File: src/rtl/sync_fifo_defs.sv
// Shared constants for the single-clock FIFO: default geometry and the
// read-port mode selectors.
package sync_fifo_defs;

  localparam int unsigned DATA_WIDTH_DEF = 8;
  localparam int unsigned ADDR_SIZE_DEF  = 3;

  localparam int unsigned FIFO_STD  = 0;
  localparam int unsigned FIFO_FWFT = 1;

endpackage

File: src/rtl/sync_fifo_mem.sv
// FIFO storage: depth x data_width register file, synchronous write and
// asynchronous read. Deliberately not reset.
module sync_fifo_mem #(
  parameter int unsigned data_width = 8,
  parameter int unsigned addr_size  = 3
) (
  input  logic                  clk,
  input  logic                  i_we,
  input  logic [addr_size-1:0]  i_waddr,
  input  logic [data_width-1:0] i_wdata,
  input  logic [addr_size-1:0]  i_raddr,
  output logic [data_width-1:0] o_rdata
);

  logic [data_width-1:0] r_mem [(1 << addr_size)];

  always_ff @(posedge clk) begin
    if (i_we) begin
      r_mem[i_waddr] <= i_wdata;
    end
  end

  assign o_rdata = r_mem[i_raddr];

endmodule

File: src/rtl/sync_fifo.sv
// Single-clock FIFO with optional first-word-fall-through read port,
// occupancy count, almost-full/empty thresholds and sticky error flags.
module sync_fifo
  import sync_fifo_defs::*;
#(
  parameter int unsigned data_width    = DATA_WIDTH_DEF,
  parameter int unsigned addr_size     = ADDR_SIZE_DEF,
  parameter int unsigned fwft          = FIFO_STD,
  parameter int unsigned afull_thresh  = (1 << addr_size) - 1,
  parameter int unsigned aempty_thresh = 1
) (
  input  logic                  clk,
  input  logic                  rst_n,
  input  logic                  flush,
  input  logic                  winc,
  input  logic [data_width-1:0] wr_data,
  input  logic                  rinc,
  output logic [data_width-1:0] rd_data,
  output logic                  wfull,
  output logic                  rempty,
  output logic                  wr_almost_full,
  output logic                  rd_almost_empty,
  output logic [addr_size:0]    fill_level,
  output logic                  overflow,
  output logic                  underflow
);

  localparam logic [addr_size:0] DEPTH   = {1'b1, {addr_size{1'b0}}};
  localparam logic [addr_size:0] AFULL   = (addr_size + 1)'(afull_thresh);
  localparam logic [addr_size:0] AEMPTY  = (addr_size + 1)'(aempty_thresh);

  logic [addr_size:0]    r_wptr;
  logic [addr_size:0]    r_rptr;
  logic [addr_size:0]    r_count;
  logic                  r_overflow;
  logic                  r_underflow;

  logic                  w_full;
  logic                  w_empty;
  logic                  w_clear;
  logic                  w_wr_acc;
  logic                  w_rd_acc;
  logic [data_width-1:0] w_mem_rdata;

  // Status decodes only from the registered count, never from winc/rinc.
  assign w_full  = (r_count == DEPTH);
  assign w_empty = (r_count == '0);
  assign w_clear = !rst_n || flush;

  // Acceptance is gated on pre-edge status, so full+both pops and empty+both pushes.
  assign w_wr_acc = winc && !w_full;
  assign w_rd_acc = rinc && !w_empty;

  always_ff @(posedge clk) begin
    if (w_clear) begin
      r_wptr      <= '0;
      r_rptr      <= '0;
      r_count     <= '0;
      r_overflow  <= 1'b0;
      r_underflow <= 1'b0;
    end else begin
      if (w_wr_acc) begin
        r_wptr <= r_wptr + 1'b1;
      end
      if (w_rd_acc) begin
        r_rptr <= r_rptr + 1'b1;
      end
      case ({w_wr_acc, w_rd_acc})
        2'b10:   r_count <= r_count + 1'b1;
        2'b01:   r_count <= r_count - 1'b1;
        default: r_count <= r_count;
      endcase
      if (winc && w_full) begin
        r_overflow <= 1'b1;
      end
      if (rinc && w_empty) begin
        r_underflow <= 1'b1;
      end
    end
  end

  sync_fifo_mem #(
    .data_width (data_width),
    .addr_size  (addr_size)
  ) u_mem (
    .clk     (clk),
    .i_we    (w_wr_acc && !w_clear),
    .i_waddr (r_wptr[addr_size-1:0]),
    .i_wdata (wr_data),
    .i_raddr (r_rptr[addr_size-1:0]),
    .o_rdata (w_mem_rdata)
  );

  generate
    if (fwft == FIFO_FWFT) begin : g_fwft
      assign rd_data = w_mem_rdata;
    end else begin : g_std
      logic [data_width-1:0] r_rd_data;

      always_ff @(posedge clk) begin
        if (w_clear) begin
          r_rd_data <= '0;
        end else if (w_rd_acc) begin
          r_rd_data <= w_mem_rdata;
        end
      end

      assign rd_data = r_rd_data;
    end
  endgenerate

  assign wfull           = w_full;
  assign rempty          = w_empty;
  assign wr_almost_full  = (r_count >= AFULL);
  assign rd_almost_empty = (r_count <= AEMPTY);
  assign fill_level      = r_count;
  assign overflow        = r_overflow;
  assign underflow       = r_underflow;

  // Pointer distance modulo 2*depth must always equal the occupancy counter.
  assert property (@(posedge clk) disable iff (!rst_n) (r_wptr - r_rptr) == r_count);

endmodule

File: config.mk
export PLATFORM = sky130hd
export DESIGN_NAME = sync_fifo
export DESIGN_NICKNAME = d
export VERILOG_FILES = /design/src/rtl/sync_fifo_defs.sv /design/src/rtl/sync_fifo_mem.sv /design/src/rtl/sync_fifo.sv
export SDC_FILE = /design/constraint.sdc
export NUM_CORES = 1
export LEC_CHECK = 0
export CORE_MARGIN = 2
export CORE_UTILIZATION = 56
export CTS_CLUSTER_SIZE = 14
export DETAILED_ROUTE_END_ITERATION = 8
export PLACE_DENSITY = 0.79
export SLEW_MARGIN = 0
export SYNTH_ARGS = -nofsm -noshare
export SYNTH_HDL_FRONTEND = slang
export SYNTH_SLANG_ARGS = --single-unit
File: constraint.sdc
create_clock -name clk -period 2.9 [get_ports clk]
set_input_delay 0.29 -clock clk [delete_from_list [all_inputs] [get_ports clk]]
set_output_delay 0.29 -clock clk [all_outputs]
set_load 0.005 [all_outputs]
## After elaboration in Yosys (flattened, before gate mapping)

Memory sizes are Yosys's and may differ from the RTL's. A register that Yosys moved wholly into a read port is not among the register bits.
Cells that the tools add are included.

- Add/subtract/negate cells: 4
- $lt $le $gt $ge: 2
- Eq/ne operators: 3
- Mux-type cells: 3
- Reductions and logical operators: 12

Operators by type and width:

| operator | number |
|---|---|
| adder 4 x 1 -> 4 bit (second input constant) | 3 |
| case mux 4 bit (2 select lines) | 1 |
| logical AND 1 bit | 5 |
| == test 4 bit (second input constant) | 1 |
| >= comparator 4 x 3 -> 1 bit (second input constant) | 1 |
| less-or-equal comparator 4 x 1 -> 1 bit (second input constant) | 1 |
| zero test 1 bit | 4 |
| zero test 4 bit | 1 |
| subtractor 4 x 1 -> 4 bit (second input constant) | 1 |
| == test 2 x 1 -> 1 bit (second input constant) | 1 |
| == test 2 bit (second input constant) | 1 |
| 2-to-1 mux 1 bit | 2 |
| nonzero test 2 bit | 1 |
| logical OR 1 bit | 1 |

- Register bits after elaboration: 14
- RAM bits: 64
- Logic and storage cells: 30
- Memories kept: 1

Memories:

| memory | depth | bits a word | read ports | clocked after Yosys merged registers in | write ports | RTL line | text |
|---|---|---|---|---|---|---|---|
| u_mem.r_mem | 8 | 8 | 1 | 1 | 1 | sync_fifo_mem.sv:15 | `logic [data_width-1:0] r_mem [(1 << addr_size)];` |

## Logic depth before layout (Yosys ltp)

Gate-level depths: netlist (run 1).

- Depth in word-level cells: 6
- Mapped depth: 11
- Mapped depth without buffers: 10

## Cells and area by module

Synthesis (run 1) repeated with hierarchy kept, for this count alone.

- Cell total of the unflattened synthesis: 218
- Area, all modules: 3473.3 µm²

Modules (own cells, without submodules):

| module | instances | cells each | area an instance (µm²) | sequential area each (µm²) |
|---|---|---|---|---|
| sync_fifo_mem | 1 | 106 | 2531.2 | 1921.8 |
| sync_fifo | 1 | 112 | 942.2 | 400.4 |

## Least setup slack after synthesis (run 1)

OpenSTA, ideal clock, no wires.

- Kind: register -> register
- Start point: register r_count[0], in the netlist fill_level[0]
- End point: register r_count[3], in the netlist fill_level[3]
- Arrival time: 2.273 ns
- Data required time: 2.772 ns
- Slack: 0.499 ns
- Cell stages (with the launch flop): 12
- Buffers on the path: 1
- Clock period less this slack: 2.401 ns
- Cell sequence: dfxtp_1 -> inv_1 -> ha_1 -> or3b_1 -> nand2_2 -> inv_2 -> buf_2 -> ha_1 -> or4b_1 -> a21oi_1 -> xnor2_1 -> nor2_1

- Cells in the longest elaborated chain, start to end: 5
- Elaborated cells on any way between the ends: 12

RTL lines:

| item | RTL line | text |
|---|---|---|
| from (decl) | sync_fifo.sv:34 | `logic [addr_size:0] r_count;` |
| from (signal assigned) | sync_fifo.sv:69 | `2'b10: r_count <= r_count + 1'b1;` |
| from (signal assigned) | sync_fifo.sv:70 | `2'b01: r_count <= r_count - 1'b1;` |
| from (signal assigned) | sync_fifo.sv:71 | `default: r_count <= r_count;` |
| zero test 4 bit * | sync_fifo.sv:47 | `assign w_empty = (r_count == '0);` |
| zero test 1 bit * | sync_fifo.sv:52 | `assign w_rd_acc = rinc && !w_empty;` |
| logical AND 1 bit * | sync_fifo.sv:52 |  |
| named net w_rd_acc | sync_fifo.sv:42 | `logic w_rd_acc;` |
| == test 2 x 1 -> 1 bit / == test 2 bit (equally long branches) | sync_fifo.sv:68 | `case ({w_wr_acc, w_rd_acc})` |
| case mux 4 bit (2 select lines) / nonzero test 2 bit (equally long branches) | n/a |  |

Mark *: on every way through the listed nets, which the timed path passes. The rest lies on a longest branch.
A chain may end at the register's enable or synchronous reset.

## Worst setup path after layout (run 1)

- Start point: register r_count[0], in the netlist fill_level[0]
- End point: register r_count[3], in the netlist fill_level[3]

- Cells in the longest elaborated chain, start to end: 5
- Elaborated cells on any way between the ends: 12

RTL lines:

| item | RTL line |
|---|---|
| == test 4 bit / zero test 4 bit (equally long branches) | sync_fifo.sv:46, sync_fifo.sv:47 |
| zero test 1 bit, on equally long branches | sync_fifo.sv:51, sync_fifo.sv:52 |
| logical AND 1 bit, on equally long branches | sync_fifo.sv:51, sync_fifo.sv:52 |
| == test 2 x 1 -> 1 bit / == test 2 bit (equally long branches) | sync_fifo.sv:68 |
| case mux 4 bit (2 select lines) / nonzero test 2 bit (equally long branches) | n/a |

Several ways; a longest one is shown, not always the timed one.

==> results.toml, run 1 <==
[status]
status = "complete, no violations"

[cts]
cts_resized = 0
numCtsBuffers = 9
cts_root_buffer = "clkbuf_8"
hold_buffers = 0
cts-root-to-sink-buffers = 2
h-tree-depth = 3
clkLatencyLatePin_ns = 0.34
post_cts_buffers = 0
path_clk_slew_ns = 0.08
cts_sinks = 84
cts_tree = "yes"

[drt]
via_per_inst = 5.70
drtIter0Drc = 110
vias = 1944
routedWlPerCell_microns = 17.9
drc = 0
routed_wl_microns = 6100
first_pass_iters = 4
antenna_left = 0

[place]
io_buffers = 30
place_ws_ns = 0.338
finalWeightedCongestion = 0.787
dp_hpwl_microns = 4060

[global_route]
grt_first_pass_wirelength_microns = 9410
antenna_found_initial = 0
overflow = 0
track_usage = 0.201
first_global_vias = 1883
grt_max_degree = 21

[logic_synthesis]
ys_ff_latch = 84
syn_inst = 219
ys_types = 32
avgSynthCellArea_sq_um = 15.3
synth_fp_nets = 238
syn_area_sq_um = 3360
synth_seq_area_share = 0.691
synth_warnings = 0

[sta]
fin_crit_sh = 0.913
setup_ws_ns = 0.253
skew_ns = 0.0111
setup_viol = 0
worst_pin_slew_ns = 0.727
timing.slew.headroom = 0.515
finalSetupTns_ns = 0
timing.fmax_ghz = 0.378
maxSlewViolCount = 0
grt_setup_unrepaired = "no"
post-route-min-period_ns = 2.65
finalHoldViolCount = 0

[die]
coreArea_sq_um = 5850
start_util = 0.574
die_h_microns = 81.5
dieArea_sq_um = 6630
ioPinCount = 31
num_rows = 28
die_w_microns = 81.5

[critical_path]
worstPathMaxFanout = 11
crit_chain = "inv_1, ha_1, or3b_1, nand2_2, inv_2, ha_1, or4b_1, a21oi_1, xnor2_1, nor2_1"
max_stage_delay_ns = 0.48
cp-start-kind = "flop"
worst_ep_required_time_ns = 3.13
critPathTopFamily = "simple AND/OR/NAND/NOR gates"
cp_common_cell = "ha_1"
critPathBufInv = 2
cp_slowest_cell = "dfxtp_1"
crit_arrival_ns = 2.88
endpoint_kind = "flop"
path_class = "reg2reg"

[hold_path]
hp-class = "reg2reg"

[cells_and_area]
diodes = 0
nets = 280
layout-drive-gt1-share = 0.117
synthToLayoutAreaGrowth_pct = 17.7

[run]
maxCapViolCount = 0

[pwr]
ir_drop_v = 0.000348
powerDensity_nw_per_um2 = 575
leakage_nw = 1.31
## through the flow
stage | hold WS [ns] | power (mW) | std cells | cell area [sq um] | utilization
finish | 0.473 | 2.27 | 341 | 3960 | 0.676
global route | 0.501 | 2.34 | 341 | 3960 | 0.676
CTS | 0.484 | 2.28 | 341 | 3960 | 0.676
detailed placement | 0.459 | 1.49 | 325 | 3760 | 0.643
global placement | 0.451 | 1.48 | 325 | 3760 | 0.643
floorplan | 0.389 | 1.42 | 219 | 3360 | -
## cell usage in the layout (no fill, tap or decap), drive strengths merged, types with 3 or more instances in the layout
master / instances
edfxtp: 64
clkdlybuf4s50: 30
nor2: 24
dfxtp: 20
mux2i: 17
nor3: 11
buf: 11
clkbuf: 10
a211oi: 9
o22ai: 8
mux4: 8
inv: 7
a21oi: 6
ha: 6
nand2: 6
nand2b: 4
xor2: 4
or3: 3
nand3: 3
xnor2: 3
clkinv: 3
## metal layers
layer,up-vias,global-route usage,wire [microns]
li1,915,-,-
met2,49,0.320,3030
met3,16,0.0473,216
met1,964,0.259,2700
met5,-,0,0
met4,0,0.102,147
## Yosys cell counts
master | n | share of area
a211oi_1 | 9 | 0.020
inv_1 | 5 | 0.0056
clkbuf_1 | 3 | 0.0034
dfxtp_1 | 20 | 0.12
buf_1 | 1 | 0.0011
mux4_2 | 2 | 0.013
o21ai_0 | 1 | 0.0015
or2_2 | 1 | 0.0019
buf_12 | 1 | 0.0060
a21o_1 | 1 | 0.0022
edfxtp_1 | 64 | 0.57
xor2_1 | 4 | 0.010
mux2i_1 | 17 | 0.051
nand4b_1 | 1 | 0.0026
inv_2 | 1 | 0.0011
nand2_2 | 2 | 0.0037
a21oi_1 | 6 | 0.0089
or4b_1 | 1 | 0.0030
or3_1 | 3 | 0.0056
nand3_1 | 3 | 0.0045
nand2_1 | 4 | 0.0045
or3b_1 | 1 | 0.0026
mux4_1 | 6 | 0.047
xnor2_1 | 3 | 0.0078
buf_2 | 3 | 0.0045
nor3_1 | 11 | 0.016
nand3b_1 | 1 | 0.0022
ha_1 | 6 | 0.022
o22ai_1 | 8 | 0.015
nor2_1 | 24 | 0.027
nand2b_1 | 4 | 0.0074
buf_6 | 2 | 0.0067
## path summary, 6_finish.rpt
kind / start / endpoint / slack (ns) / cells past startpoint
setup / recovery: fill_level[0] / fill_level[3] / 0.25 / 10
hold / removal: overflow / overflow / 0.47 / 2
setup reg to reg: fill_level[0] / fill_level[3] / 0.25 / 10
hold reg to reg: overflow / overflow / 0.47 / 2
## layout make-up
type / count / area [sq um]
flip-flops and latches: 84 / 2320
fillers: 399 / 1900
multi-input cells: 119 / 942
repair buffers: 41 / 383
clock buffers: 10 / 128
well taps: 75 / 93.8
clock inverters: 6 / 63.8
inverters: 6 / 22.5
## report_power, final
group | internal, mW | switching, mW | total, mW
registers | 1.30 | 0.0128 | 1.32
logic | 0.0733 | 0.0762 | 0.149
clock network | 0.399 | 0.407 | 0.806
total | 1.78 | 0.496 | 2.27
## worst min-delay path, cell delays in order (launching register included)
cell	delay, ns
dfxtp_1	0.33
a21oi_1	0.04
nor2_1	0.07
## kinds of logic (layout without fill, tap and decap cells)
logic type                 Yosys count  count (layout)  share of synthesized area
adders and majority gates            6               6                     0.0223
xor gates and xnor gates             7               7                     0.0182
and+or+nand+nor                     56              56                     0.0812
muxes                               25              25                      0.111
buffers and inverters               16              63                     0.0283
DFF                                 84              84                      0.691
AOI/OAI and AO/OA                   25              25                     0.0477
## registers in the layout (all words and copies together) (netlist names)
name and cells:
fill_level 4, overflow 1, r_rptr 3, r_wptr 3, rd_data 8, u_mem.r_mem 64, underflow 1
No activity file was read; power rests on OpenSTA's default activity.
==> run 2: changes to the inputs <==
--- a/config.mk
+++ b/config.mk
@@ -6,10 +6,11 @@
 export NUM_CORES = 1
 export LEC_CHECK = 0
 export CORE_MARGIN = 2
-export CORE_UTILIZATION = 56
+export CORE_UTILIZATION = 53
+export CTS_BUF_LIST = sky130_fd_sc_hd__clkbuf_8
 export CTS_CLUSTER_SIZE = 14
 export DETAILED_ROUTE_END_ITERATION = 8
-export PLACE_DENSITY = 0.79
+export PLACE_DENSITY = 0.78
 export SLEW_MARGIN = 0
 export SYNTH_ARGS = -nofsm -noshare
 export SYNTH_HDL_FRONTEND = slang
==> constraint.sdc (replaced) <==
create_clock -name clk -period 2.2 [get_ports clk]
set_input_delay 0.22 -clock clk [delete_from_list [all_inputs] [get_ports clk]]
set_output_delay 0.22 -clock clk [all_outputs]
set_load 0.005 [all_outputs]
==> run 2 against run 1 <==
Sequential share of layout area decreased by 1.8 points. Flip-flop and latch count unchanged. Setup slack got worse by 0.16 ns. Final cell count increased by 2.9%. Die area increased by 5.4%. Design area increased by 3.3%. Global-route usage decreased by 0.98 points. Non-clock buffer count increased by 8. Via count unchanged. Worst hold slack improved by 0.0033 ns. Core utilization decreased by 2.2 points. Critical endpoint is now rempty. Highest routed layer unchanged.
==> results.toml, run 2 (synthesis gave the netlist of run 1 again) <==
[global_route]
track_usage = 0.191
grt_max_degree = 16
antenna_found_initial = 0
first_global_vias = 1886
overflow = 0
grt_first_pass_wirelength_microns = 9900

[cts]
cts_root_buffer = "clkbuf_8"
cts-root-to-sink-buffers = 2
h-tree-depth = 3
cts_tree = "yes"
cts_sinks = 84
numCtsBuffers = 9
clkLatencyLatePin_ns = 0.35
post_cts_buffers = 0
path_clk_slew_ns = 0.09

[cells_and_area]
nets = 288
final_cells = 351
regMostFlops = "u_mem.r_mem"
multiInputGateArea_sq_um = 975
final_cell_mix = "edfxtp_1 (64), clkdlybuf4s50_1 (30), nor2_1 (24)"
diodes = 0
post-route-util = 0.654
layout-drive-gt1-share = 0.175
register_area_sq_um = 2320
synthToLayoutAreaGrowth_pct = 21.6
fillers = 462
layout_commonest_cell = "edfxtp_1"
largest_reg_flops = 64
final_area_sq_um = 4080

[die]
start_util = 0.538
coreArea_sq_um = 6240
ioPinCount = 31
dieArea_sq_um = 6990
die_w_microns = 83.6
die_h_microns = 83.6
num_rows = 29

[sta]
skew_ns = 0.00969
finalHoldViolCount = 0
setup_viol = 0
post-route-min-period_ns = 2.11
hold_ws_ns = 0.476
fin_crit_sh = 0.959
worst_pin_slew_ns = 0.580
grt_setup_unrepaired = "no"
timing.slew.headroom = 0.613
maxSlewViolCount = 0
timing.fmax_ghz = 0.474
finalSetupTns_ns = 0
setup_ws_ns = 0.0907

[status]
status = "complete, no violations"

[critical_path]
max_stage_delay_ns = 0.49
cp_slowest_cell = "clkdlybuf4s50_1"
worst_ep_required_time_ns = 1.98
critPathBufInv = 3
worstPathMaxFanout = 4
critPathTopFamily = "buffers and inverters"
crit_arrival_ns = 1.89
endpoint_kind = "output port"
cp_common_cell = "inv_1"
path_class = "reg2out"
crit_chain = "inv_1, ha_4, or3b_4, inv_1, clkdlybuf4s50_1"
cp-start-kind = "flop"

[place]
io_buffers = 30
finalWeightedCongestion = 0.826
place_ws_ns = 0.0907
dp_hpwl_microns = 4110
placedCellCount = 335
placed_cell_area_sq_um = 3840

[pwr]
seqPwrFrac = 0.551
p_int_mw = 2.48
comb_power_share = 0.070
p_clk_frac = 0.379
leakage_nw = 1.38
netSwitchingFraction = 0.211
ir_drop_v = 0.000632
p_sw_mw = 0.665
power.total_mw = 3.15
powerDensity_nw_per_um2 = 770

[run]
maxCapViolCount = 0

[drt]
via_per_inst = 5.54
first_pass_iters = 4
vias = 1944
drc = 0
routedWlPerCell_microns = 17.7
drtIter0Drc = 120
routed_wl_microns = 6200
antenna_left = 0

[hold_path]
hp-class = "reg2reg"
[run 2: layout make-up]
cell class,count,area share
Clock inverter,7,0.0245
Clock buffer,9,0.0303
Sequential cell,84,0.569
Tap cell,77,0.0236
Timing Repair Buffer,49,0.108
Multi-Input combinational cell,119,0.239
Inverter,6,0.00551
[run 2: power by group through the flow]
| stage | Sequential [mW] | Clock, mW | Combinational [mW] |
|---|---|---|---|
| after floorplan | 1.77 | 0 | 0.111 |
| after global routing | 1.73 | 1.29 | 0.242 |
| after global placement | 1.77 | 0 | 0.209 |
| after detailed placement | 1.77 | 0 | 0.214 |
| final | 1.73 | 1.19 | 0.221 |
| after CTS | 1.73 | 1.21 | 0.219 |
[run 2: per-layer routing]
metal	global-route usage	part of all wire	wire, microns	vias up
li1	-	-	-	934
met1	0.266	0.43	2680	956
met2	0.303	0.51	3140	48
met3	0.0326	0.051	315	6
met4	0.0748	0.012	74	0
met5	0	0	0	-
[run 2: path summary, 6_finish.rpt]
check                      from  slack [ns]  cells after the start             to
setup reg to reg  fill_level[0]        0.15                      9  fill_level[3]
hold reg to reg       underflow        0.48                      2      underflow
setup / recovery  fill_level[0]        0.09                      5         rempty
hold / removal        underflow        0.48                      2      underflow
[run 2: worst min-delay path: cells and delay by family (launching register included)]
| kind | cells | cell delay (ns) |
|---|---|---|
| compound gates | 1 | 0.04 |
| flops | 1 | 0.34 |
| simple gates | 1 | 0.07 |
[run 2: repair_timing]
action	CTS	global route
gates cloned	0	0
hold buffers	0	0
endpoints found under the setup margin	1	2
resized for setup	2	2
==> run 3: changes to the inputs <==
--- a/config.mk
+++ b/config.mk
@@ -5,12 +5,14 @@
 export SDC_FILE = /design/constraint.sdc
 export NUM_CORES = 1
 export LEC_CHECK = 0
+export ABC_AREA = 1
 export CORE_MARGIN = 2
-export CORE_UTILIZATION = 53
+export CORE_UTILIZATION = 54
 export CTS_BUF_LIST = sky130_fd_sc_hd__clkbuf_8
+export CTS_CLUSTER_DIAMETER = 60
 export CTS_CLUSTER_SIZE = 14
 export DETAILED_ROUTE_END_ITERATION = 8
-export PLACE_DENSITY = 0.78
+export PLACE_DENSITY = 0.79
 export SLEW_MARGIN = 0
 export SYNTH_ARGS = -nofsm -noshare
 export SYNTH_HDL_FRONTEND = slang
==> run 3 against run 2 <==
Sequential share of layout area fell by 3.9 points. Worst hold slack worse by 0.012 ns. Die area is 7.5% higher. Synthesized area increased by 9.9%. Clock-buffer cell count rose by 2. Combinational power about the same. Clock skew is 0.0032 ns lower. First-iteration DRC count grew 53%. Wire length up 27%. Power grew 2.2%. Synthesized cell count increased by 72%. Critical path type is now reg2reg. Critical endpoint is now u_mem.r_mem[6][6].
==> results.toml, run 3 <==
[global_route]
antenna_found_initial = 0
track_usage = 0.220
overflow = 0
first_global_vias = 2640
grt_max_degree = 35
grt_first_pass_wirelength_microns = 12300

[cts]
path_clk_slew_ns = 0.08
h-tree-depth = 3
cts_sinks = 84
cts_tree = "yes"
cts_resized = 0
cts-root-to-sink-buffers = 2
hold_buffers = 0
numCtsBuffers = 9
cts_root_buffer = "clkbuf_8"
clkLatencyLatePin_ns = 0.36
post_cts_buffers = 0

[critical_path]
path_class = "reg2reg"
worstPathMaxFanout = 8
endpoint_kind = "flop"
crit_start = "fill_level[0]"
crit_arrival_ns = 2.10
cp-start-kind = "flop"
worst_ep_required_time_ns = 2.27
reg2reg_from = "fill_level[0]"

[die]
num_rows = 30
die_h_microns = 86.7
dieArea_sq_um = 7520
die_w_microns = 86.7
start_util = 0.550
ioPinCount = 31
coreArea_sq_um = 6720

[logic_synthesis]
ys.flop_type = "edfxtp_1"
syn_area_sq_um = 3690
synth_edf_count = 64
synth_top_area_frac = 0.521
yosys-top-cells-area = "edfxtp_1 (52%), dfxtp_1 (11%), nand2_1 (10%)"
yosysTopAreaCell = "edfxtp_1"
yosys-top-cells-count = "nand2_1 (99), edfxtp_1 (64), inv_1 (63), nand3_1 (50), dfxtp_1 (20)"
yosysMostFrequentCell = "nand2_1"
synth_warnings = 0
synth_seq_area_share = 0.629
ys_types = 23
avgSynthCellArea_sq_um = 9.79
synth_fp_nets = 396
synthArstFlopShare = 0
ys_ff_latch = 84
syn_inst = 377

[cells_and_area]
final_area_sq_um = 4380
diodes = 0
final_cell_mix = "nand2_1 (99), edfxtp_1 (64), inv_1 (63)"
regMostFlops = "u_mem.r_mem"
layout_commonest_cell = "nand2_1"
layout-drive-gt1-share = 0.111
synthToLayoutAreaGrowth_pct = 18.7
nets = 445
largest_reg_flops = 64

[drt]
drtIter0Drc = 183
first_pass_iters = 4
antenna_left = 0
routedWlPerCell_microns = 15.5
drc = 0
via_per_inst = 5.28
routed_wl_microns = 7900
vias = 2699

[pwr]
powerDensity_nw_per_um2 = 733
p_sw_mw = 0.698
netSwitchingFraction = 0.217
leakage_nw = 1.84
ir_drop_v = 0.000467
seqPwrFrac = 0.540
comb_power_share = 0.069
p_clk_frac = 0.391
p_int_mw = 2.52

[place]
io_buffers = 30
finalWeightedCongestion = 0.833
dp_hpwl_microns = 5300
placed_cell_area_sq_um = 4150

[sta]
post-route-min-period_ns = 2.03
timing.slew.headroom = 0.647
grt_setup_unrepaired = "no"
finalSetupTns_ns = 0
finalHoldViolCount = 0
fin_crit_sh = 0.922
maxSlewViolCount = 0
setup_viol = 0
skew_ns = 0.00652
worst_pin_slew_ns = 0.528
timing.fmax_ghz = 0.493

[hold_path]
hp-class = "reg2reg"
hp-start = "overflow"

[status]
status = "complete, no violations"

[run]
maxCapViolCount = 0
run 3: cell types whose count changed after synthesis, moves of 8 or more:
cell	previous run	this run
a211oi_1	9	0
a21oi_1	6	19
inv_1	5	63
mux2i_1	17	0
nand2_1	4	99
nand3_1	3	50
nor2_1	24	11
o21ai_0	1	9
o22ai_1	8	0
run 3: worst paths after layout:
| path | to | cells after the start | slack, ns |
|---|---|---|---|
| hold reg to reg | overflow | 2 | 0.46 |
| hold / removal | overflow | 2 | 0.46 |
| setup / recovery | u_mem.r_mem[6][6] | 8 | 0.17 |
| setup reg to reg | u_mem.r_mem[6][6] | 8 | 0.17 |
run 3: final cells by class:
type,instances,area (sq um)
fillers,506,2330
flip-flops and latches,84,2320
multi-input cells,209,983
repair buffers,52,478
inverters,70,268
clock buffers,11,151
well taps,80,100
clock inverters,5,81.3
run 3: layer usage:
layer | vias to the layer above | routed length (microns) | global-route usage
li1 | 1319 | - | -
met4 | 0 | 276 | 0.121
met3 | 26 | 474 | 0.0419
met5 | - | 0 | 0
met2 | 96 | 4000 | 0.378
met1 | 1258 | 3140 | 0.260
run 3: cells by family (layout without fill, tap and decap cells):
group           count (synthesis)  count (layout)  synth area share
compound gates                 30              30            0.0444
flops                          84              84             0.629
fa+ha+maj                       6               6            0.0203
buf+inv                        84             138             0.105
simple gates                  172             172             0.199
xor+xnor                        1               1           0.00237
run 3: critical path, stage by stage, from the launching register on:
cell and delay (ns):
dfxtp_1 0.42, inv_1 0.11, ha_1 0.24, nand3_1 0.12, nand2_2 0.12, nor2_2 0.15, inv_2 0.07, nor3_1 0.31
buf_4 0.22
run 3: power by group through the flow:
| stage | clock, mW | combinational, mW | sequential (mW) |
|---|---|---|---|
| final | 1.26 | 0.222 | 1.73 |
| after global routing | 1.32 | 0.243 | 1.74 |
| after floorplan | 0 | 0.126 | 1.77 |
| after CTS | 1.26 | 0.220 | 1.73 |
| after global placement | 0 | 0.209 | 1.77 |
| after detailed placement | 0 | 0.219 | 1.77 |
run 3: through the flow:
step	hold WS (ns)	worst slack, ns	util	instances	power [mW]
after floorplan	0.319	0.155	-	377	1.89
after CTS	0.463	0.170	0.653	511	3.22
after global routing	0.476	0.0156	0.653	511	3.30
final	0.464	0.171	0.653	511	3.21
after detailed placement	0.448	0.226	0.618	495	1.99
after global placement	0.440	0.315	0.618	495	1.98
